===== config.mk =====
export PLATFORM = sky130hd
export DESIGN_NAME = if_fetch_unit
export DESIGN_NICKNAME = d
export VERILOG_FILES = /design/src/rtl/if_fetch_unit_pkg.sv /design/src/rtl/fetch_hold_buf.sv /design/src/rtl/if_fetch_unit.sv
export SDC_FILE = /design/constraint.sdc
export NUM_CORES = 1
export LEC_CHECK = 0
export ABC_AREA = 0
export CAP_MARGIN = 20
export CORE_MARGIN = 5
export CORE_UTILIZATION = 50
export DETAILED_ROUTE_END_ITERATION = 8
export PLACE_DENSITY = 0.81
export SYNTH_ARGS = -nofsm -noshare
export SYNTH_HDL_FRONTEND = slang
export SYNTH_HIERARCHICAL = 1
export SYNTH_SLANG_ARGS = --single-unit

===== constraint.sdc =====
create_clock -name clk -period 4.4 [get_ports clk]
set_clock_uncertainty 0.2 [all_clocks]
set_input_delay 0.44 -clock clk [delete_from_list [all_inputs] [get_ports clk]]
set_output_delay 0.44 -clock clk [all_outputs]
set_load 0.05 [all_outputs]

===== src/rtl/if_fetch_unit_pkg.sv =====
// Shared pipeline definitions for the fetch stage: instruction width,
// default reset PC and bubble word, FSM state encodings and an alignment helper.
package if_fetch_unit_pkg;

  localparam int          INST_W       = 32;
  localparam logic [31:0] NOP_INST_DEF = 32'h0000_0000;  // sll $0,$0,0
  localparam logic [31:0] RESET_PC_DEF = 32'h0000_0000;

  typedef enum logic [1:0] {
    S_BOOT = 2'd0,
    S_RUN  = 2'd1,
    S_HELD = 2'd2
  } fetch_state_e;

  // Clear the byte-offset bits so every fetch address is word aligned.
  function automatic logic [31:0] word_align(input logic [31:0] addr);
    return {addr[31:2], 2'b00};
  endfunction

endpackage


===== src/rtl/fetch_hold_buf.sv =====
// One-entry holding register for an instruction word and its address.
// Captures the memory response when the pipeline stalls so the word can be
// replayed after the stall, since the synchronous memory will not repeat it.
module fetch_hold_buf
  import if_fetch_unit_pkg::*;
(
  input  logic              clk,
  input  logic              rst_n,
  input  logic              load,
  input  logic              clear,
  input  logic [INST_W-1:0] d_inst,
  input  logic [31:0]       d_pc,
  output logic [INST_W-1:0] q_inst,
  output logic [31:0]       q_pc,
  output logic              valid
);

  // Valid flag: cleared by reset or an explicit clear, set on load.
  always_ff @(posedge clk) begin
    // NOTE: sequential state uses non-blocking assignments so every register
    // samples the pre-edge values, independent of statement order.
    if (!rst_n || clear) begin
      valid <= 1'b0;
    end else if (load) begin
      valid <= 1'b1;
    end
  end

  // Payload: only written on load and qualified by valid, so it needs no reset.
  always_ff @(posedge clk) begin
    // NOTE: data registers are deliberately left out of reset; the valid flag
    // alone decides whether their contents mean anything.
    if (load) begin
      q_inst <= d_inst;
      q_pc   <= d_pc;
    end
  end

endmodule


===== src/rtl/if_fetch_unit.sv =====
// Instruction-fetch stage: owns the PC, issues requests to the synchronous
// instruction memory and produces the word/address pair for the IF/ID register.
// Honours the shared stall without losing or duplicating words and turns EX
// redirects into a squashed (bubble) cycle followed by the target stream.
module if_fetch_unit
  import if_fetch_unit_pkg::*;
#(
  parameter logic [31:0] RESET_PC = RESET_PC_DEF,
  parameter logic [31:0] NOP_INST = NOP_INST_DEF
) (
  input  logic              clk,
  input  logic              rst_n,
  input  logic              stall,
  input  logic              redirect_valid,
  input  logic [31:0]       redirect_target,
  output logic              imem_en,
  output logic [31:0]       imem_addr,
  input  logic [INST_W-1:0] imem_rdata,
  output logic [INST_W-1:0] instruction_next,
  output logic [31:0]       inst_address_next,
  output logic              inst_valid_next,
  output logic              fetch_misalign
);

  fetch_state_e state, state_nxt;
  logic [31:0]  pc, pc_nxt;
  logic [31:0]  req_pc, req_pc_nxt;
  logic         misalign_nxt;

  logic              buf_load;
  logic              buf_clear;
  logic [INST_W-1:0] buf_inst;
  logic [31:0]       buf_pc;
  logic              buf_valid;

  logic [31:0] redirect_aligned;
  assign redirect_aligned = word_align(redirect_target);

  fetch_hold_buf u_hold_buf (
    .clk    (clk),
    .rst_n  (rst_n),
    .load   (buf_load),
    .clear  (buf_clear),
    .d_inst (imem_rdata),
    .d_pc   (req_pc),
    .q_inst (buf_inst),
    .q_pc   (buf_pc),
    .valid  (buf_valid)
  );

  // State, PC, in-flight address and misalign pulse registers (synchronous reset).
  always_ff @(posedge clk) begin
    if (!rst_n) begin
      state          <= S_BOOT;
      pc             <= word_align(RESET_PC);
      req_pc         <= '0;
      fetch_misalign <= 1'b0;
    end else begin
      state          <= state_nxt;
      pc             <= pc_nxt;
      req_pc         <= req_pc_nxt;
      fetch_misalign <= misalign_nxt;
    end
  end

  // Next-PC mux, fetch request and IF/ID-side outputs; redirect overrides the FSM.
  always_comb begin
    // NOTE: every output of this block is given a default first so no path
    // leaves a signal unassigned and no latch is inferred.
    state_nxt         = state;
    pc_nxt            = pc;
    req_pc_nxt        = req_pc;
    misalign_nxt      = 1'b0;
    buf_load          = 1'b0;
    buf_clear         = 1'b0;
    imem_en           = 1'b0;
    imem_addr         = word_align(pc);
    instruction_next  = NOP_INST;
    inst_address_next = '0;
    inst_valid_next   = 1'b0;

    if (!rst_n) begin
      // Reset discards everything; outputs stay at the bubble defaults.
    end else if (redirect_valid) begin
      imem_en      = 1'b1;
      imem_addr    = redirect_aligned;
      req_pc_nxt   = redirect_aligned;
      pc_nxt       = redirect_aligned + 32'd4;
      buf_clear    = 1'b1;
      misalign_nxt = (redirect_target[1:0] != 2'b00);
      state_nxt    = S_RUN;
    end else begin
      unique case (state)
        S_BOOT: begin
          imem_en    = 1'b1;
          req_pc_nxt = pc;
          pc_nxt     = pc + 32'd4;
          state_nxt  = S_RUN;
        end
        S_RUN: begin
          instruction_next  = imem_rdata;
          inst_address_next = req_pc;
          inst_valid_next   = 1'b1;
          if (stall) begin
            // Park the response; the memory will not present it again.
            buf_load  = 1'b1;
            state_nxt = S_HELD;
          end else begin
            imem_en    = 1'b1;
            req_pc_nxt = pc;
            pc_nxt     = pc + 32'd4;
          end
        end
        S_HELD: begin
          instruction_next  = buf_inst;
          inst_address_next = buf_pc;
          inst_valid_next   = buf_valid;
          if (!stall) begin
            imem_en    = 1'b1;
            req_pc_nxt = pc;
            pc_nxt     = pc + 32'd4;
            buf_clear  = 1'b1;
            state_nxt  = S_RUN;
          end
        end
        default: begin
          state_nxt = S_BOOT;
        end
      endcase
    end
  end

endmodule

==> reports/metrics.yaml <==
logic_synthesis:
  synth_top_cell_area_share: 0.2853
  synth_seq_cells: 128
  netlist_area_sq_um: 6736
  synth.most_common_cell: "nor2_1"
  ys.flop_type: "edfxtp_1"
  seq_area_frac_synth: 0.4755
  yosys.cell_types.count: 58
  ys_warn_count: 6
  synth.top_cells.by_count: "nor2_1 (116), a22oi_1 (70), dfxtp_1 (64), edfxtp_1 (64), nand2_1 (54)"
  syn_inst: 712
  synth_top_cell_by_area: "edfxtp_1"
  netlist_top_cells_area: "edfxtp_1 (29%), dfxtp_1 (19%), a22oi_1 (7.8%)"
  synth_area_per_cell_sq_um: 9.461
  synth-edff-count: 64
  ys_async_sr_fraction: 0
critical_path:
  r2r-start: "state[0]"
  crit_chain: "buf_2 > buf_4 > nor2_1 > nand2_2 > buf_4 > nor2_1 > buf_12"
  cpMaxStageDelayCell: "buf_2"
  cp-start-kind: "input pin"
  reg2reg_to: "pc[23]"
  cp.arrival_ns: 2.74
  cp_slowest_stage_delay_ns: 0.49
  cp.required_ns: 3.76
  cp_top_family: "buffers and inverters"
  cp-end-kind: "output pin"
  crit_type: "input pin to output pin"
  cp_num_buf_inv: 4
  path_max_fanout: 44
  reg2reg_slack_ns: 1.48
  r2r_cells: 8
routing:
  drtPass1Iterations: 5
  vias: 6220
  drc_errors: 0
  ant_nets: 0
  wl_microns: 20140
  wl_per_cell_microns: 19.27
  drtIter0Drc: 544
  via_per_inst: 5.952
final_layout:
  area_growth_pct: 44.17
  drive_above_1_share: 0.2175
  stdcell_count: 1045
  regArea_sq_um: 3203
  fill_cells: 932
  antennaDiodeCount: 0
  multi_input_area_sq_um: 3287
  layout.nets: 930
timing:
  setup_viol_count_final: 0
  slew_viol_final: 0
  fin_hold_ws_ns: 0.2673
  finalSetupTns_ns: 0
  fmaxAchievable_ghz: 0.2963
  rsz0062_at_grt: "no"
  finalHoldViolCount: 0
  relSlewSlack: 0.3916
  worst_slew_pin_slew_ns: 0.9077
  min_period_over_period: 0.7671
  layout_min_cycle_time_ns: 3.375
power_and_ir_drop:
  switching_share: 0.2833
  power_switching_w: 0.0009991
  internal_power_w: 0.002528
  combPwrFrac: 0.195
  leakagePower_nw: 3.553
  power_density_nw_per_um2: 363.2
  p_seq_frac: 0.393
  p_clk_frac: 0.412
  irDropWorstVdd_mv: 0.2338
  report.power.total_w: 0.003527
worst_hold_path:
  min_to: "u_hold_buf/q_pc[9]"
  hold_class: "register to register"
  hold_start: "req_pc[9]"
  holdPathStages: 0
clocking:
  cts_buffer_depth: 2
  clk_pin_slew_worst_paths_ns: 0.06
  cts_tree: "done"
  cts.hold.buffers_added: 0
  clkSinkCount: 128
  postCtsSetupBuffers: 0
  worstSkewPairLatency_ns: 0.42
  post_cts_resize_count: 0
  cts_made_buffers: 17
  root_buffer: "clkbuf_16"
  htree_levels: 4
outcome:
  status: "finished, final reports clean"
floorplanning:
  ios: 167
  dieWidth_microns: 126.1
  core_sq_um: 13240
  dieArea_sq_um: 15890
  rows: 42
  start_util: 0.5087
  die_h_microns: 126.1
grt:
  grt_busiest_layer: "met2"
  grt_pass1_vias: 6087
  grt.total_usage: 0.2462
  grt_remaining_overflow: 0
  grt_start_max_net_pins: 64
  grt_util_met3: 0.05377
  use_met2: 0.3978
  antenna_found_initial: 0
  grt_pass1_wl_microns: 31980
  met1_usage: 0.3317
placement:
  dp_hpwl_microns: 14120
  portBuffers: 164
  placedCellCount: 1012
  gp_congestion: 0.8584
run:
  drv_cap: 0
==> worst reg2reg max path: cells and delay by family, from the launching register on <==
kind / cells / cell delay [ns]
xor gates and xnor gates: 1 / 0.11
buffers and inverters: 2 / 0.51
and+or+nand+nor: 2 / 0.93
DFF: 1 / 0.40
adders and majority gates: 1 / 0.36
AOI/OAI and AO/OA: 2 / 0.27
==> cell type report <==
cell class | instances | share of cell area
tap | 176 | 0.02267
inverter | 6 | 0.002319
multi-input combinational | 524 | 0.3384
sequential | 128 | 0.3298
clock buffer | 21 | 0.05192
timing repair buffer | 179 | 0.2422
clock inverter | 11 | 0.01263
==> registers in the layout, summed over array words and instances (netlist names) <==
signal             cells
u_hold_buf/q_pc       32
pc                    30
u_hold_buf/q_inst     32
state                  2
req_pc                30
fetch_misalign         1
u_hold_buf/valid       1
==> metrics by stage <==
step,setup slack (ns),util,instance area (sq um)
floorplan,0.9226,-,6748
CTS,1.063,0.7319,9692
global route,0.8489,0.7334,9712
finish,1.025,0.7334,9712
global placement,1.059,0.6830,9045
detailed placement,0.9793,0.6845,9065
==> how the worst max path moves through the flow <==
stage | from | to | slack, ns | cells after the start
2_1_floorplan | redirect_valid | u_hold_buf/q_inst[0] | 0.92 | 6
6_report | redirect_valid | inst_address_next[12] | 1.02 | 7
3_3_place_gp | redirect_valid | pc[29] | 1.06 | 9
4_1_cts | redirect_valid | instruction_next[25] | 1.06 | 7
3_5_place_dp | redirect_valid | pc[29] | 0.98 | 9
5_1_grt | redirect_valid | instruction_next[25] | 0.85 | 7
==> cells by family after synthesis <==
group                    share of synthesized area
flip-flops                                  0.4755
adder cells (fa/ha/maj)                    0.01114
buffers and inverters                      0.03975
AND/OR/NAND/NOR                             0.1926
multiplexers                               0.08971
AO/OA/AOI/OAI                               0.1803
XOR/XNOR                                   0.01040
other                                    0.0005567
==> power groups by stage <==
stage	Combinational, W	Clock, W	Sequential, W
after floorplan	0.000434	0	0.00139
after global placement	0.000657	0	0.00140
after detailed placement	0.000675	0	0.00141
after CTS	0.000682	0.00147	0.00138
after global routing	0.000736	0.00152	0.00139
final	0.000688	0.00145	0.00139
==> cells in the final DEF, fill, tap and decap left out, drive strengths merged, types with 2 or more instances in the layout <==
cell           instances
clkinvlp               3
nor2b                  6
bufinv                 2
and2                   2
mux2                  35
clkbuf                21
inv                    8
mux2i                 21
ha                     6
a21oi                 33
xnor2                  6
o21ai                 26
or2                    2
nand4                 12
conb                   4
a22oi                 71
nor3                   7
clkdlybuf4s50         69
dfxtp                 64
nand2                 55
and3                   4
edfxtp                64
nand2b                10
nand3                 36
xor2                   2
or3                    3
a31oi                  7
o2111ai                3
nor2                 116
nand4b                 8
clkinv                 4
o211ai                 6
a21o                   3
a211oi                15
nand3b                 8
o22ai                  5
buf                  110
==> routing by layer <==
metal  vias to the layer above  part of all wire
met5                         -                 0
met4                         0             0.016
met3                        30             0.073
met2                       291              0.48
met1                      2969              0.43
li1                       2930                 -
Power figures use the tool's default switching activity.
